--- src/rtl/segment_scanner_pkg.sv ---
// segment_scanner_pkg: glyph table, blank code and segment bit order for the seven-segment display blocks
package segment_scanner_pkg;
  localparam int SEG_A = 6;
  localparam int SEG_B = 5;
  localparam int SEG_C = 4;
  localparam int SEG_D = 3;
  localparam int SEG_E = 2;
  localparam int SEG_F = 1;
  localparam int SEG_G = 0;
  localparam logic [6:0] SEG_BLANK = 7'b1111111;
  localparam logic [6:0] GLYPH_0 = 7'b0000001;
  localparam logic [6:0] GLYPH_1 = 7'b1001111;
  localparam logic [6:0] GLYPH_2 = 7'b0010010;
  localparam logic [6:0] GLYPH_3 = 7'b0000110;
  localparam logic [6:0] GLYPH_4 = 7'b1001100;
  localparam logic [6:0] GLYPH_5 = 7'b0100100;
  localparam logic [6:0] GLYPH_6 = 7'b0100000;
  localparam logic [6:0] GLYPH_7 = 7'b0001111;
  localparam logic [6:0] GLYPH_8 = 7'b0000000;
  localparam logic [6:0] GLYPH_9 = 7'b0000100;
  localparam logic [6:0] GLYPH_A = 7'b0001000;
  localparam logic [6:0] GLYPH_B = 7'b1100000;
  localparam logic [6:0] GLYPH_C = 7'b0110001;
  localparam logic [6:0] GLYPH_D = 7'b1000010;
  localparam logic [6:0] GLYPH_E = 7'b0110000;
  localparam logic [6:0] GLYPH_F = 7'b0111000;
  function automatic logic [6:0] glyph(input logic [3:0] nibble);
    case (nibble)
      4'h0: glyph = GLYPH_0;
      4'h1: glyph = GLYPH_1;
      4'h2: glyph = GLYPH_2;
      4'h3: glyph = GLYPH_3;
      4'h4: glyph = GLYPH_4;
      4'h5: glyph = GLYPH_5;
      4'h6: glyph = GLYPH_6;
      4'h7: glyph = GLYPH_7;
      4'h8: glyph = GLYPH_8;
      4'h9: glyph = GLYPH_9;
      4'hA: glyph = GLYPH_A;
      4'hB: glyph = GLYPH_B;
      4'hC: glyph = GLYPH_C;
      4'hD: glyph = GLYPH_D;
      4'hE: glyph = GLYPH_E;
      default: glyph = GLYPH_F;
    endcase
  endfunction
endpackage

--- src/rtl/segment_scanner_if.sv ---
// segment_scanner_if: value/control inputs and display pin outputs of the scanner
interface segment_scanner_if #(parameter int digits = 4);
  logic [4*digits-1:0] value;
  logic load;
  logic [digits-1:0] blank_mask;
  logic suppress_zeros;
  logic [6:0] segments;
  logic [digits-1:0] digit_enable;
  modport master(output value, load, blank_mask, suppress_zeros, input segments, digit_enable);
  modport slave(input value, load, blank_mask, suppress_zeros, output segments, digit_enable);
endinterface

--- src/rtl/segment_scanner_glyph.sv ---
// segment_glyph: hex nibble to active-low seven-segment pattern
module segment_glyph
  import segment_scanner_pkg::*;
(
  input  logic [3:0] nibble,
  output logic [6:0] segments
);
  assign segments = glyph(nibble);
endmodule

--- src/rtl/segment_scanner.sv ---
// segment_scanner: time-multiplexed common-anode display driver with dead time, blanking and zero suppression
module segment_scanner
  import segment_scanner_pkg::*;
#(
  parameter int digits = 4,
  parameter int refresh_count = 1000,
  parameter int dead_cycles = 2
) (
  input logic clock,
  input logic reset_n,
  segment_scanner_if.slave bus
);
  localparam int sw = refresh_count > 1 ? $clog2(refresh_count) : 1;
  localparam int iw = digits > 1 ? $clog2(digits) : 1;
  localparam int dp = 1 << iw;
  logic [4*digits-1:0] buffer;
  logic [sw-1:0] slot_count;
  logic [iw-1:0] index;
  logic [3:0] nib [dp];
  logic [dp-1:0] zero_from;
  logic [dp-1:0] blank_ext;
  logic [6:0] glyph_seg;
  logic slot_wrap;
  logic dark;
  for (genvar g = 0; g < dp; g++) begin : g_nib
    if (g < digits) begin : g_real
      assign nib[g] = buffer[4*g +: 4];
      assign zero_from[g] = ~|buffer[4*digits-1:4*g];
    end else begin : g_pad
      assign nib[g] = '0;
      assign zero_from[g] = 1'b1;
    end
  end
  assign blank_ext = dp'(bus.blank_mask);
  assign slot_wrap = slot_count == sw'(refresh_count - 1);
  assign dark = slot_count < sw'(dead_cycles) | blank_ext[index] |
                (bus.suppress_zeros & (index != '0) & zero_from[index]);
  segment_glyph u_glyph (.nibble(nib[index]), .segments(glyph_seg));
  // display buffer capture, slot prescaler and digit index
  always_ff @(posedge clock or negedge reset_n)
    if (!reset_n) begin
      buffer <= '0;
      slot_count <= '0;
      index <= '0;
    end else begin
      if (bus.load) buffer <= bus.value;
      slot_count <= slot_wrap ? '0 : slot_count + 1'b1;
      if (slot_wrap) index <= index == iw'(digits - 1) ? '0 : index + 1'b1;
    end
  // registered pin drive: dark during dead time or for blanked/suppressed digits
  always_ff @(posedge clock or negedge reset_n)
    if (!reset_n) begin
      bus.segments <= SEG_BLANK;
      bus.digit_enable <= '1;
    end else begin
      bus.segments <= dark ? SEG_BLANK : glyph_seg;
      bus.digit_enable <= dark ? '1 : ~(digits'(1) << index);
    end
endmodule
--- src/flat_wrapper.sv ---
// flat-port wrapper written by rule: the top's interface ports become plain ports
module segment_scanner_flat import segment_scanner_pkg::*;
#(
  parameter int digits = 4,
  parameter int refresh_count = 1000,
  parameter int dead_cycles = 2
)
  (clock, reset_n, bus_value, bus_load, bus_blank_mask, bus_suppress_zeros, bus_segments, bus_digit_enable);
  segment_scanner_if #(.digits(digits)) bus_i ();
  input logic clock;
  input logic reset_n;
  input wire logic [$bits(bus_i.value)-1:0] bus_value;
  input wire logic [$bits(bus_i.load)-1:0] bus_load;
  input wire logic [$bits(bus_i.blank_mask)-1:0] bus_blank_mask;
  input wire logic [$bits(bus_i.suppress_zeros)-1:0] bus_suppress_zeros;
  output wire logic [$bits(bus_i.segments)-1:0] bus_segments;
  output wire logic [$bits(bus_i.digit_enable)-1:0] bus_digit_enable;
  assign bus_i.value = bus_value;
  assign bus_i.load = bus_load;
  assign bus_i.blank_mask = bus_blank_mask;
  assign bus_i.suppress_zeros = bus_suppress_zeros;
  assign bus_segments = bus_i.segments;
  assign bus_digit_enable = bus_i.digit_enable;
  segment_scanner #(.digits(digits), .refresh_count(refresh_count), .dead_cycles(dead_cycles)) u_core (.clock(clock), .reset_n(reset_n), .bus(bus_i));
endmodule
--- config.mk ---
export PLATFORM = sky130hd
export DESIGN_NAME = segment_scanner_flat
export DESIGN_NICKNAME = d
export VERILOG_FILES = /design/src/rtl/segment_scanner_pkg.sv /design/src/rtl/segment_scanner_if.sv /design/src/rtl/segment_scanner_glyph.sv /design/src/rtl/segment_scanner.sv /design/src/flat_wrapper.sv
export SDC_FILE = /design/constraint.sdc
export NUM_CORES = 1
export LEC_CHECK = 0
export ABC_AREA = 1
export BUFFER_PORTS_ARGS = -buffer_cell sky130_fd_sc_hd__buf_2
export CORE_MARGIN = 4
export CORE_UTILIZATION = 45
export CTS_BUF_LIST = sky130_fd_sc_hd__clkbuf_8
export DETAILED_ROUTE_END_ITERATION = 6
export GPL_TIMING_DRIVEN = 0
export PLACE_DENSITY = 0.73
export RECOVER_POWER = 25
export SLEW_MARGIN = 20
export SYNTH_ARGS = -nofsm -noshare
export SYNTH_HDL_FRONTEND = slang
export SYNTH_SLANG_ARGS = --single-unit
--- constraint.sdc ---
create_clock -name clock -period 3.4 [get_ports clock]
set_clock_uncertainty 0.1 [all_clocks]
set_input_delay 0.34 -clock clock [delete_from_list [all_inputs] [get_ports clock]]
set_output_delay 0.34 -clock clock [all_outputs]
set_load 0.1 [all_outputs]
Word-level counts from Yosys, hierarchy flattened. Memories as Yosys holds them, arrays and structs flattened. Index checks and enable logic that the tools add are counted.

Register bits after elaboration: 39. Latch bits: 0. RAM bits: 0. ROM bits: 112. Input bits: 24. Output and inout bits: 11. Memories kept: 1.

Memories: (no name shown) (words 16, width 7, rd ports 1, clocked after Yosys merged registers in 0, wr ports 0, line segment_scanner_pkg.sv:28) `case (nibble)`.

$add $sub $neg: 2. Multipliers: 0. Div/mod/pow operators: 0. $lt $le $gt $ge: 3. Equal/unequal tests: 2. Shifts and indexed selects: 1. Mux-type cells: 11. Bitwise operators: 6. Reduce and logical (&&, ||, !) cells: 9.

Operator list (number): 16-bit OR reduction (1); 4-bit two-way mux (3); 12-bit OR reduction (1); 10-bit by 1-bit adder with 10-bit output, second input constant (1); 10-bit == test, second input constant (1); 10-bit by 2-bit < comparator with 1-bit output, second input constant (1); 10-bit two-way mux (1); 4-bit binary-select mux with 2-bit select (1); 8-bit OR reduction (1); 7-bit two-way mux (1); 1-bit binary-select mux with 2-bit select (2); 1-bit zero test (4); 4-bit inverter (1); 4-bit OR reduction (1); 1-bit by 2-bit << shifter with 4-bit output, first input constant (1); 3-bit >= comparator, second input constant (1); 2-bit by 3-bit < comparator with 1-bit output, second input constant (1); 2-bit inverter with 3-bit output (1); 2-bit by 1-bit adder with 2-bit output, second input constant (1); 1-bit AND (2); 2-bit == test, second input constant (1); 1-bit two-way mux (2); 2-bit two-way mux (1); 1-bit OR (2); 2-bit nonzero test (1).

Longest topological paths before layout.
Word-level depth: 7. Mapped depth: 11. Gate-level depth less buffers: 10.

Hierarchy. A second synthesis with hierarchy kept.

Cells, all modules: 262. Area, all modules: 2273.4 sq um.

By module, submodules not included: segment_scanner (times used 1, cells an instance 210, area each 1993.2 sq um, seq. area each 989.7 sq um); segment_glyph (times used 1, cells an instance 52, area each 280.3 sq um, seq. area each 0.0 sq um).

Worst setup path after synthesis. OpenSTA, ideal clock, no wires.

Path type: register to register. Start point: register u_core.index[0]. End point: register u_core.bus.segments[1]. Arrival: 1.479 ns. Required time: 3.221 ns. Path slack: 1.742 ns. Stages on the path, launching flop included: 12. Buffers on the path: 1. Period minus slack after synthesis: 1.658 ns. Cell sequence: dfrtp_1 -> inv_2 -> buf_6 -> nand2_1 -> nand3_1 -> nand2_1 -> inv_1 -> ha_1 -> nand3_1 -> nand2_1 -> a21oi_1 -> nand2_1.

Word-level cells in the longest chain between the ends: 6. Elaborated cells on any way between the ends: 15. Those cells by class: 8 x mux; 5 x bitwise; 1 x reduce/logical; 1 x memory.

Ends and longest elaborated chain: start, declared (line segment_scanner.sv:18) `logic [iw-1:0] index;`; start signal, assigned (line segment_scanner.sv:48) `if (slot_wrap) index <= index == iw'(digits - 1) ? '0 : index + 1'b1;`; 2-bit inverter with 3-bit output (implied by the code) (line segment_scanner.sv:38) `segment_glyph u_glyph (.nibble(nib[index]), .segments(glyph_seg));`; 4-bit binary-select mux with 2-bit select (line segment_scanner.sv:38); 4-bit two-way mux (implied by the code) (2 in a row) (line segment_scanner.sv:38); memory 16 x 7 bit; 7-bit two-way mux (*) (line segment_scanner.sv:56) `bus.segments <= dark ? SEG_BLANK : glyph_seg;`; end signal, assigned (line segment_scanner.sv:56); end, declared (line segment_scanner_if.sv:10) `modport slave(input value, load, blank_mask, suppress_zeros, output segments, digit_enable);`.

Mark *: on every way between the ends. The rest lies on a longest branch, timed or not. The select of a mux whose other input is x is not followed. A chain may end at the register's enable or synchronous reset.

Worst setup path after layout. Same ends and word-level chain as after synthesis.

==> impl_metrics.json <==
{
  "cts_root_buf": "clkbuf_8",
  "clock.fmax_mhz": 515,
  "post-route-util": 0.553,
  "grt_setup_unrepaired": "no",
  "hold_violations": 0,
  "arrival_ns": 2.06,
  "cts_tree": "done",
  "synth_area_mm2": 0.00214,
  "clkLatencyLatePin_ns": 0.29,
  "clk_pin_slew_worst_paths_ns": 0.08,
  "syn_area_per_cell_um2": 8.56,
  "crit_chain": "inv_2 -> buf_6 -> nand2_1 -> nand3_1 -> nand2_1 -> inv_1 -> ha_1 -> nand3_1 -> nand2_1 -> a21oi_1 -> nand2_1",
  "coreArea_mm2": 0.00447,
  "antenna_found_initial": 0,
  "ys_ff_latch": 39,
  "worst_slack_ns": 1.46,
  "synth_cell_types": 26,
  "seqPwrFrac": 0.479,
  "cts_buffer_depth": 2,
  "p_sw_mw": 0.334,
  "ctsResizeCount": 0,
  "crit_type": "reg -> reg",
  "post_drt_wl_per_cell_um": 11.9,
  "fin_nets": 325,
  "syn-num-nets": 285,
  "path_common_cell": "nand2_1",
  "switching_share": 0.310,
  "post_cts_buffers": 0,
  "dieArea_mm2": 0.00592,
  "area_growth_pct": 15.6,
  "rows": 24,
  "place.gp.congestion": 0.872,
  "vias": 1669,
  "viasPerCell": 4.87,
  "n_fill_cell": 429,
  "synthCells": 250,
  "intPower_mw": 0.745,
  "min_path_type": "in -> reg",
  "power.density_mw_per_mm2": 436,
  "htree_levels": 2,
  "leakage_nw": 1.28,
  "comb_power_share": 0.201,
  "dieWidth_um": 77.0,
  "clock_sinks": 39,
  "dp_slack_ns": 1.46,
  "io_pins": 35,
  "clockPowerShare": 0.320,
  "num_antenna_cells": 0,
  "grt_max_degree": 40,
  "wirelength_mm": 4.09,
  "failed_checks": "max-capacitance violations, max-slew violations",
  "ys_warn_count": 0,
  "cp_slowest_cell": "dfrtp_1",
  "drive_above_1_share": 0.296,
  "finalSetupTns_ns": 0,
  "grt_pass1_vias": 1525,
  "drtIter0Drc": 143,
  "first_pass_iters": 4,
  "critPathMaxStageDelay_ns": 0.47,
  "drv_cap": 1,
  "hpwl_mm": 3.04,
  "status": "finished, violations left",
  "grt_overflow_total": 0,
  "cp.required_ns": 3.52,
  "initial_utilization": 0.478,
  "relSlewSlack": -0.366,
  "crit_fanout": 11,
  "drcViolationCount": 0,
  "grt_pass1_wl_mm": 7.22,
  "grtUsageTotal": 0.152,
  "seq_area_frac_synth": 0.463,
  "fin_crit_ns": 1.94,
  "setup_viol": 0,
  "fp.dieH_um": 77.0,
  "ant_nets": 0,
  "hold_buffers": 0,
  "fin_crit_sh": 0.571,
  "cts_buffers": 5,
  "crit_path_end_kind": "register",
  "ir_drop_mv": 0.255,
  "start_kind": "register",
  "port_buffers": 33,
  "worstMarginPinSlew_ns": 2.05,
  "slew_violations": 40
}
==> synthesized netlist by cell type <==
| cell | number | area share |
|---|---|---|
| a21oi_1 | 5 | 0.012 |
| a21oi_2 | 1 | 0.0041 |
| buf_2 | 1 | 0.0023 |
| buf_4 | 1 | 0.0035 |
| buf_6 | 3 | 0.016 |
| clkbuf_1 | 1 | 0.0018 |
| clkinv_2 | 1 | 0.0023 |
| dfrtp_1 | 28 | 0.33 |
| dfstp_2 | 11 | 0.14 |
| ha_1 | 11 | 0.064 |
| inv_1 | 19 | 0.033 |
| inv_2 | 3 | 0.0053 |
| mux2_2 | 12 | 0.063 |
| nand2_1 | 75 | 0.13 |
| nand2_2 | 5 | 0.015 |
| nand2_4 | 3 | 0.016 |
| nand3_1 | 24 | 0.056 |
| nand3_2 | 3 | 0.014 |
| nand3_4 | 1 | 0.0082 |
| nand4_1 | 1 | 0.0029 |
| nand4_2 | 1 | 0.0058 |
| nor2_1 | 27 | 0.047 |
| nor3_1 | 2 | 0.0047 |
| o21ai_0 | 8 | 0.019 |
| or2_1 | 2 | 0.0058 |
| xor2_1 | 1 | 0.0041 |
==> power groups by stage <==
stage	logic, mW	registers (mW)	clock network [mW]
detailed placement	0.218	0.526	0
finish	0.217	0.517	0.346
global route	0.238	0.520	0.375
CTS	0.218	0.517	0.355
global placement	0.215	0.524	0
floorplan	0.0908	0.603	0
==> critical path, delay by kind of cell (launching register included) <==
kind                       cells  cell delay (ns)
and+or+nand+nor                6             0.59
adders and majority gates      1             0.21
AOI/OAI and AO/OA              1             0.13
DFF                            1             0.47
buffers and inverters          3             0.37
==> registers in the layout, summed over array words and instances, names as in the netlist <==
register	count
u_core.slot_count	10
u_core.bus.segments	7
u_core.bus.digit_enable	4
u_core.index	2
u_core.buffer	16
==> through the flow <==
| stage | power [mW] | std cells | cell area [um2] | hold WS [ns] |
|---|---|---|---|---|
| 2_1_floorplan | 0.694 | 250 | 2140 | -0.0556 |
| 3_3_place_gp | 0.739 | 335 | 2370 | 0.399 |
| 3_5_place_dp | 0.743 | 335 | 2370 | 0.395 |
| 4_1_cts | 1.09 | 343 | 2470 | 0.0772 |
| 5_1_grt | 1.13 | 343 | 2470 | 0.151 |
| 6_report | 1.08 | 343 | 2470 | 0.152 |
==> area by class of cell <==
cell class / instances / area (um2) / area share
plain buffers: 6 / 50.0 / 0.0202
clock buffers: 7 / 96.3 / 0.0390
clock inverters: 1 / 7.51 / 0.00304
inverters: 23 / 87.6 / 0.0354
multi-input cells: 182 / 1010 / 0.409
flip-flops and latches: 39 / 990 / 0.400
well taps: 52 / 65.1 / 0.0263
repair buffers: 33 / 164 / 0.0663
==> worst paths after layout <==
path | from | endpoint | slack [ns] | depth (start not counted)
min in group asynchronous | reset_n | u_core.slot_count[4]$_DFF_PN0_ | 0.53 | 1
setup / recovery | u_core.index[0]$_DFFE_PN0N_ | u_core.bus.segments[1]$_DFF_PN1_ | 1.46 | 11
hold / removal | bus_value[5] | u_core.buffer[5]$_DFFE_PN0P_ | 0.15 | 3
hold reg to reg | u_core.buffer[8]$_DFFE_PN0P_ | u_core.buffer[8]$_DFFE_PN0P_ | 0.44 | 1
max in group asynchronous | reset_n | u_core.buffer[7]$_DFFE_PN0P_ | 1.50 | 1
setup reg to reg | u_core.index[0]$_DFFE_PN0N_ | u_core.bus.segments[1]$_DFF_PN1_ | 1.46 | 11
==> cell usage in the layout (no fill, tap or decap), drive strengths merged <==
| master | netlist | layout |
|---|---|---|
| buf | 5 | 37 |
| o21ai | 8 | 8 |
| nor2 | 27 | 27 |
| clkinvlp | 0 | 1 |
| a21oi | 6 | 6 |
| xor2 | 1 | 1 |
| dfrtp | 28 | 28 |
| nor3 | 2 | 2 |
| or2 | 2 | 2 |
| clkbuf | 1 | 9 |
| clkinv | 1 | 1 |
| ha | 11 | 11 |
| dfstp | 11 | 11 |
| nand4 | 2 | 2 |
| nand3 | 28 | 28 |
| mux2 | 12 | 12 |
| inv | 22 | 22 |
| nand2 | 83 | 83 |
==> routing by layer <==
metal  wire (um)  global-route usage  up-vias  share of wire
li1            -                   -      872              -
met1        2090               0.215      746           0.51
met2        1690               0.214       46           0.41
met3         228              0.0433        5          0.056
met4          79              0.0652        0          0.019
met5           0                   0        -              0
==> logic make-up (layout without fill, tap and decap cells) <==
family	after synthesis	in the layout	share of synthesized area
xor+xnor	1	1	0.00409
simple gates	144	144	0.307
mux	12	12	0.0632
buf+inv	29	70	0.0643
compound gates	14	14	0.0345
flops	39	39	0.463
fa+ha+maj	11	11	0.0643
(Power assumes the default switching activity.)
